$ cat src/rtl/pipe_stage_fifo.sv
// pipe_stage_fifo
//   Elastic pipeline-stage buffer: DEPTH-entry valid/ready FIFO carrying an
//   opaque WIDTH-bit payload between two pipeline stages. It supports
//   back-pressure, a synchronous flush and an occupancy count.
//
//   Optional feature macro: PIPE_FWD_EN
//     When defined, the module exposes the youngest valid entry on
//     fwd_data/fwd_enable so decode can forward in-flight results.
//     When it is not defined, those ports and their logic are absent.
//
// Ports
//   clk        rising-edge clock
//   reset      synchronous, active-low reset (0 = reset)
//   flush      drop all entries on the next edge
//   in_valid   producer presents in_data
//   in_ready   buffer can accept this cycle (registered state only)
//   in_data    payload from the upstream stage
//   out_valid  out_data holds the oldest entry
//   out_ready  consumer takes out_data this cycle
//   out_data   oldest entry
//   count      current occupancy, 0..DEPTH
//   fwd_enable youngest entry valid         (PIPE_FWD_EN only)
//   fwd_data   youngest entry, 0 when empty (PIPE_FWD_EN only)
module pipe_stage_fifo #(
    parameter  int WIDTH = 64,
    parameter  int DEPTH = 2,
    localparam int CW    = $clog2(DEPTH + 1)
) (
    input  logic             clk,
    input  logic             reset,
    input  logic             flush,
    input  logic             in_valid,
    output logic             in_ready,
    input  logic [WIDTH-1:0] in_data,
    output logic             out_valid,
    input  logic             out_ready,
    output logic [WIDTH-1:0] out_data,
    output logic [CW-1:0]    count
`ifdef PIPE_FWD_EN
    ,
    output logic             fwd_enable,
    output logic [WIDTH-1:0] fwd_data
`endif
);

    // Pointer width: at least one bit, so that DEPTH == 1 still works.
    localparam int PW = (DEPTH > 1) ? $clog2(DEPTH) : 1;

    logic [DEPTH-1:0][WIDTH-1:0] storage;
    logic [PW-1:0]               rd_ptr;
    logic [PW-1:0]               wr_ptr;
    logic                        push;
    logic                        pop;

    // Handshake flags come only from registered count. A full buffer
    // therefore never accepts data in the same cycle as a pop.
    assign in_ready  = (count != CW'(DEPTH));
    assign out_valid = (count != '0);
    assign out_data  = storage[rd_ptr];

    assign push = in_valid & in_ready;
    assign pop  = out_valid & out_ready;

    // Wrap the pointer explicitly, because DEPTH need not be a power of two.
    function automatic logic [PW-1:0] ptr_inc(input logic [PW-1:0] p);
        return (p == PW'(DEPTH - 1)) ? '0 : p + 1'b1;
    endfunction

    always_ff @(posedge clk) begin
        if (!reset) begin
            storage <= '0;
            rd_ptr  <= '0;
            wr_ptr  <= '0;
            count   <= '0;
        end else if (flush) begin
            // Storage keeps its contents. Only the bookkeeping is cleared.
            rd_ptr <= '0;
            wr_ptr <= '0;
            count  <= '0;
        end else begin
            if (push) begin
                storage[wr_ptr] <= in_data;
                wr_ptr          <= ptr_inc(wr_ptr);
            end
            if (pop)
                rd_ptr <= ptr_inc(rd_ptr);
            case ({push, pop})
                2'b10:   count <= count + 1'b1;
                2'b01:   count <= count - 1'b1;
                default: count <= count;
            endcase
        end
    end

`ifdef PIPE_FWD_EN
    // The youngest entry sits one slot behind wr_ptr. The output is gated
    // with occupancy, so it reads 0 after a flush even though storage
    // still holds the old data.
    logic [PW-1:0] yng_ptr;
    assign yng_ptr    = (wr_ptr == '0) ? PW'(DEPTH - 1) : wr_ptr - 1'b1;
    assign fwd_enable = (count != '0);
    assign fwd_data   = fwd_enable ? storage[yng_ptr] : '0;
`endif

    a_count_le_depth : assert property (@(posedge clk) disable iff (!reset)
        count <= CW'(DEPTH));
    a_no_push_full : assert property (@(posedge clk) disable iff (!reset)
        (count == CW'(DEPTH)) |-> !push);

endmodule
$ cat config.mk
export PLATFORM = sky130hd
export DESIGN_NAME = pipe_stage_fifo
export DESIGN_NICKNAME = d
export VERILOG_FILES = /design/src/rtl/pipe_stage_fifo.sv
export SDC_FILE = /design/constraint.sdc
export NUM_CORES = 1
export LEC_CHECK = 0
export CORE_UTILIZATION = 45
export DETAILED_ROUTE_END_ITERATION = 16
export PLACE_DENSITY_LB_ADDON = 0.05
export SLEW_MARGIN = 20
export SYNTH_ARGS = -nofsm -noshare
export SYNTH_HDL_FRONTEND = slang
export SYNTH_SLANG_ARGS = --single-unit
export TNS_END_PERCENT = 5
$ cat constraint.sdc
create_clock -name clk -period 1.7 [get_ports clk]
set_clock_uncertainty 0.15 [all_clocks]
set_input_delay 0.34 -clock clk [delete_from_list [all_inputs] [get_ports clk]]
set_output_delay 0.34 -clock clk [all_outputs]
set_load 0.01 [all_outputs]
# After elaboration in Yosys (flattened, before gate mapping)
# Index checks and enable logic that the tools add are counted.
# Widths: inputs -> output; s select.
[classes]
add_sub_neg = 4
order_cmp = 3
n_eq_ne = 3
n_mux = 8
n_bitwise = 4
reduce_logical = 5
[ops]
columns = ["cell", "count"]
rows = [
  ["$mux 64", 3],
  ["$bwmux 128", 1],
  ["$demux 64 s1", 1],
  ["$lt 1x2->1 const B", 2],
  ["$pmux 2 s2", 1],
  ["$reduce_bool 2->1", 2],
  ["$add 1x1->1 const B", 2],
  ["$add 2x1->2 const B", 1],
  ["$and 1x1->1", 2],
  ["$eq 2x1->1 const B", 1],
  ["$eq 2x2->1 const B", 1],
  ["$mux 1", 2],
  ["$ne 2x2->1 const B", 1],
  ["$not 1->1", 2],
  ["$reduce_and 2->1", 1],
  ["$reduce_or 2->1", 1],
  ["$sub 2x1->2 const B", 1],
  ["$ge 1x1->1 const B", 1],
  ["$logic_and 1x1->1", 1],
]
[word_totals]
reg_bits = 132
input_bits = 69
output_inout_bits = 68
word_cells = 32

# Logic depth before layout (Yosys ltp)
# Gate-level depths: netlist (run 1).
[depth]
depth_word = 5
ltp_mapped = 7
depth_no_buf = 7

# Worst setup path before layout (run 1)
# No wires, ideal clock.
[synth_path]
path_kind = "register to register"
start = "register count[1]"
end = "register count[1]"
setup_ns = 0.070
arrival_time_ns = 1.591
required_ns = 1.480
setup_slack_ns = -0.111
path_stages_with_launch = 7
n_path_buf = 0
synth_period_minus_slack_ns = 1.811
path_cell_list = "dfxtp_1 nor2b_2 inv_2 nand2_1 ha_1 or3_2 a21oi_1"
[synth_between]
elab_chain_cells = 4
elab_cells_between_ends = 10
classes_between = "add/sub: 2; eq/ne: 3; mux: 1; bitwise: 2; reduce/logical: 2"
[synth_lines]
columns = ["item", "line", "source"]
rows = [
  ["start: declaration", "38", "output logic [CW-1:0] count"],
  ["start signal: assignment", "88", "2'b10: count <= count + 1'b1;"],
  ["start signal: assignment", "89", "2'b01: count <= count - 1'b1;"],
  ["start signal: assignment", "90", "default: count <= count;"],
  ["$ne 2x2->1 *", "57", "assign in_ready = (count != CW'(DEPTH));"],
  ["via in_ready", "33", "output logic in_ready,"],
  ["$and 1x1->1 *", "61", "assign push = in_valid & in_ready;"],
  ["$eq 2x1->1 or $eq 2x2->1 (tied branches)", "87", "case ({push, pop})"],
  ["$pmux 2 s2 or $reduce_bool 2->1 (tied branches)", "-", ""],
]
# The timed path passes the listed nets; every way through them passes the cells marked *.
# A chain may end at the register's enable or synchronous reset.

# Worst setup path after layout (run 1)
[layout_path]
start = "register rd_ptr"
end = "output out_data[29]"
[layout_between]
elab_chain_cells = 2
[layout_lines]
columns = ["item", "line", "source"]
rows = [
  ["start: declaration", "50", "logic [PW-1:0] rd_ptr;"],
  ["start signal: assignment", "86", "rd_ptr <= ptr_inc(rd_ptr);"],
  ["$mux 64 (not written as such) (2 in series)", "59", "assign out_data = storage[rd_ptr];"],
  ["end: declaration", "37", "output logic [WIDTH-1:0] out_data,"],
]
# No other way between the ends. The select of a mux whose other input is x is not followed.

==> run_results.csv, run 1 <==
group,metric,value,unit
status,failed_checks,"negative setup slack",
timing,hold_viol_final,0,
global_route,antenna_found_initial,1,
synthesis,yosysSeqAreaShare,45.1,%
clocking,cts-htree-levels,4,
clocking,clockBufferDepth,2,
timing,setup_tns,-18.12,ns
pwr,p_sw,1.73,mW
die,die_x,116,um
synthesis,yosysUniqueCellTypes,23,
synthesis,synth_area_per_cell,10.1,um^2
drt,vias,4540,
synthesis,ys.flop_type,"dfxtp_1",
drt,dr.pass1.iters,4,
critical_path,crit_slowest_cell,"dfxtp_4",
synthesis,synth_area,5860,um^2
pwr,powerDensity,883,nW/um^2
synthesis,synth_adder_area_share,0.214,%
pwr,seqPwrFrac,42.8,%
job,cap_violations,0,
place,portBuffers,136,
die,dieArea,13500,um^2
die,pin_count,137,
timing,fin_crit,2.02,ns
synthesis,syn_inst,580,
drt,routed_wl,14.4,mm
timing,rsz0062_at_grt,"true",
pwr,pwr-share-comb,13.5,%
timing,fin_ws,-0.318,ns
synthesis,yosysTopAreaCell,"dfxtp_1",
critical_path,reg2reg_to,"storage[1]",
timing,post-route-period-util,119,%
critical_path,worst_setup_path_start_kind,"flip-flop",
synthesis,ys_warn_count,0,
status,status,"finished, violations left",
synthesis,netlist_top_cells_count,"194 x nand2_1, 132 x dfxtp_1, 128 x mux2i_1",
pwr,p_leak,3.91,nW
critical_path,reg2reg_depth,6,
place,place.gp.congestion,0.702,
global_route,grtUsageTotal,22.0,%
place,dpl_cell_area,7520,um^2
clocking,clock_latency,0.41,ns
finish,fill_cells,990,
finish,layoutNonFillerInstCount,914,
worst_hold_path,min_from,"in_valid",
timing,setup_viol_count_final,64,
synthesis,synth_enable_flop_cells,0,
finish,fin_area,8640,um^2
drt,drt_iter0_markers,175,
critical_path,arrival,1.53,ns
critical_path,worstPathRequired,1.21,ns
critical_path,worstSetupPathType,"reg -> out",
drt,ant_nets,0,
timing,fmax,495,MHz
global_route,grt_first_pass_wirelength,22.5,mm
critical_path,ff2ff_setup_slack,0.10,ns
die,fp.coreArea,12700,um^2
synthesis,async_flop_share,0,%
place,dp_slack,-0.364,ns
global_route,grt_max_degree,71,
critical_path,critPathMaxFanout,6,
die,die_y,116,um
die,initial_core_util,46.2,%
critical_path,crit_chain,"buf_12 > clkbuf_16 > mux2_4 > buf_6",
critical_path,r2r_start,"count[1]",
synthesis,synth-xor-area-share,0.449,%
finish,fin_nets,801,
timing,relSlewSlack,81.1,%
drt,drc_errors,0,
synthesis,synth_compound_area_share,0.470,%
synthesis,synth_top_family_by_area,"multiplexers",
pwr,switching_share,22.7,%
global_route,grt_overflow,0,
clocking,cts_made_buffers,17,
critical_path,slowest_delay,0.38,ns
timing,worstMarginPinSlew,0.284,ns
synthesis,synth-simple-area-share,13.4,%
die,row_count,41,
synthesis,synthMuxAreaShare,34.2,%
synthesis,synth_top_area_share,45.1,%
critical_path,endpoint_kind,"output pin",
synthesis,yosysMostFrequentCell,"nand2_1",
place,dp_hpwl,9.04,mm
worst_hold_path,hp-class,"in -> reg",
pwr,p_clk_share,43.7,%
synthesis,syn_nets,650,
drt,viasPerCell,4.97,
clocking,cts_sinks,132,
pwr,p_int,5.90,mW
global_route,grt_pass1_vias,4673,
synthesis,synthTopCellsByArea,"dfxtp_1 45%, mux2i_1 22%, nand2_1 12%",
finish,areaGrowthSynthToFinish,47.5,%
worst_hold_path,hold_path_end,"wr_ptr",
place,dpl.cell_count,872,
timing,finalMaxSlewViolations,0,
synthesis,yosys_register_bits,132,
clocking,cts-root-buf,"clkbuf_16",
worst_hold_path,min_path_cells,4,
finish,layout-drive-gt1-share,28.1,%
drt,wl_per_cell,15.8,um
clocking,postCtsHoldBufs,0,
clocking,clk_pin_slew_worst_paths,0.05,ns
pwr,peakVddDrop,0.000674,V
clocking,tritoncts,"built",
==> registers in the layout (all words and copies together) (netlist names) <==
signal and cells:
storage 128, count 2, rd_ptr 1, wr_ptr 1
==> worst max-delay path, delay by kind of cell (launching register included) <==
kind / cells / cell delay [ns]
flip-flops: 1 / 0.38
multiplexers: 1 / 0.32
buffers and inverters: 3 / 0.42
==> cell families after synthesis <==
| logic type | count (synthesis) |
|---|---|
| flops | 132 |
| compound gates | 5 |
| mux | 192 |
| fa+ha+maj | 1 |
| xor+xnor | 3 |
| simple gates | 202 |
| buf+inv | 45 |
==> layout make-up <==
class	instances	area (um^2)	share of cell area, %
repair buffers	174	2090	24.2
well taps	172	215	2.49
clock inverters	6	55.1	0.637
diodes	1	2.50	0.0290
multi-input cells	403	3130	36.3
clock buffers	23	478	5.53
flip-flops and latches	132	2650	30.7
inverters	3	11.3	0.130
==> layer usage <==
| metal | up-vias | GRT usage (%) | share of wire [%] |
|---|---|---|---|
| li1 | 2239 | - | - |
| met1 | 2174 | 25.2 | 43 |
| met2 | 102 | 38.5 | 51 |
| met3 | 25 | 5.70 | 4.3 |
| met4 | 0 | 10.1 | 2.2 |
| met5 | - | 0 | 0 |
==> power by group through the flow <==
stage | clock, mW | combinational [mW] | sequential, mW
finish | 3.33 | 1.03 | 3.26
CTS | 3.40 | 0.996 | 3.26
global placement | 0 | 0.890 | 3.31
detailed placement | 0 | 0.905 | 3.32
floorplan | 0 | 0.487 | 3.31
global route | 3.56 | 1.10 | 3.27
==> how the worst max path moves through the flow <==
stage	from	slack, ns	endpoint	cells past startpoint
global placement	out_ready	-0.36	count[1]	5
floorplan	count[1]	0.02	count[1]	6
finish	rd_ptr	-0.32	out_data[29]	4
global route	rd_ptr	-0.36	out_data[29]	4
detailed placement	in_valid	-0.36	storage[30]	5
CTS	rd_ptr	-0.43	out_data[3]	4
==> what timing repair did <==
action                                  CTS  global route
gates resized for setup                 377            39
endpoints found under the setup margin   69           116
cloned                                    5             2
pin swaps                                 0             1
buffers inserted                          7             0
==> per-stage QoR <==
step                      power (mW)  util (%)  hold WS [ns]
after floorplan                 3.79         -         0.282
after global placement          4.20      59.4         0.289
after detailed placement        4.23      59.4         0.296
after CTS                       7.65      67.0         0.306
after global routing            7.93      68.1         0.251
final                           7.62      68.2         0.245
==> cell usage in the layout (no fill, tap or decap), types with 2 or more instances in the layout <==
cell type and count:
nor2_1 2, xnor2_1 2, nand2_1 193, dfxtp_1 129, inv_2 2, mux2_4 64
o21ai_0 2, buf_6 71, clkbuf_8 3, buf_12 20, dfxtp_4 3, mux2i_1 128
buf_4 8, clkinv_2 5, buf_16 3, clkbuf_16 19, dlygate4sd2_1 2, clkdlybuf4s50_1 66
clkbuf_1 3
Power figures use the tool's default switching activity.
==> inputs of run 2 (changes only) <==
--- a/config.mk
+++ b/config.mk
@@ -8,7 +8,7 @@
 export CORE_UTILIZATION = 45
 export DETAILED_ROUTE_END_ITERATION = 16
 export PLACE_DENSITY_LB_ADDON = 0.05
-export SLEW_MARGIN = 20
+export SLEW_MARGIN = 10
 export SYNTH_ARGS = -nofsm -noshare
 export SYNTH_HDL_FRONTEND = slang
 export SYNTH_SLANG_ARGS = --single-unit
==> results of run 2 <==
Same layout as run 1: the final DEF is identical, and so are final timing and power.
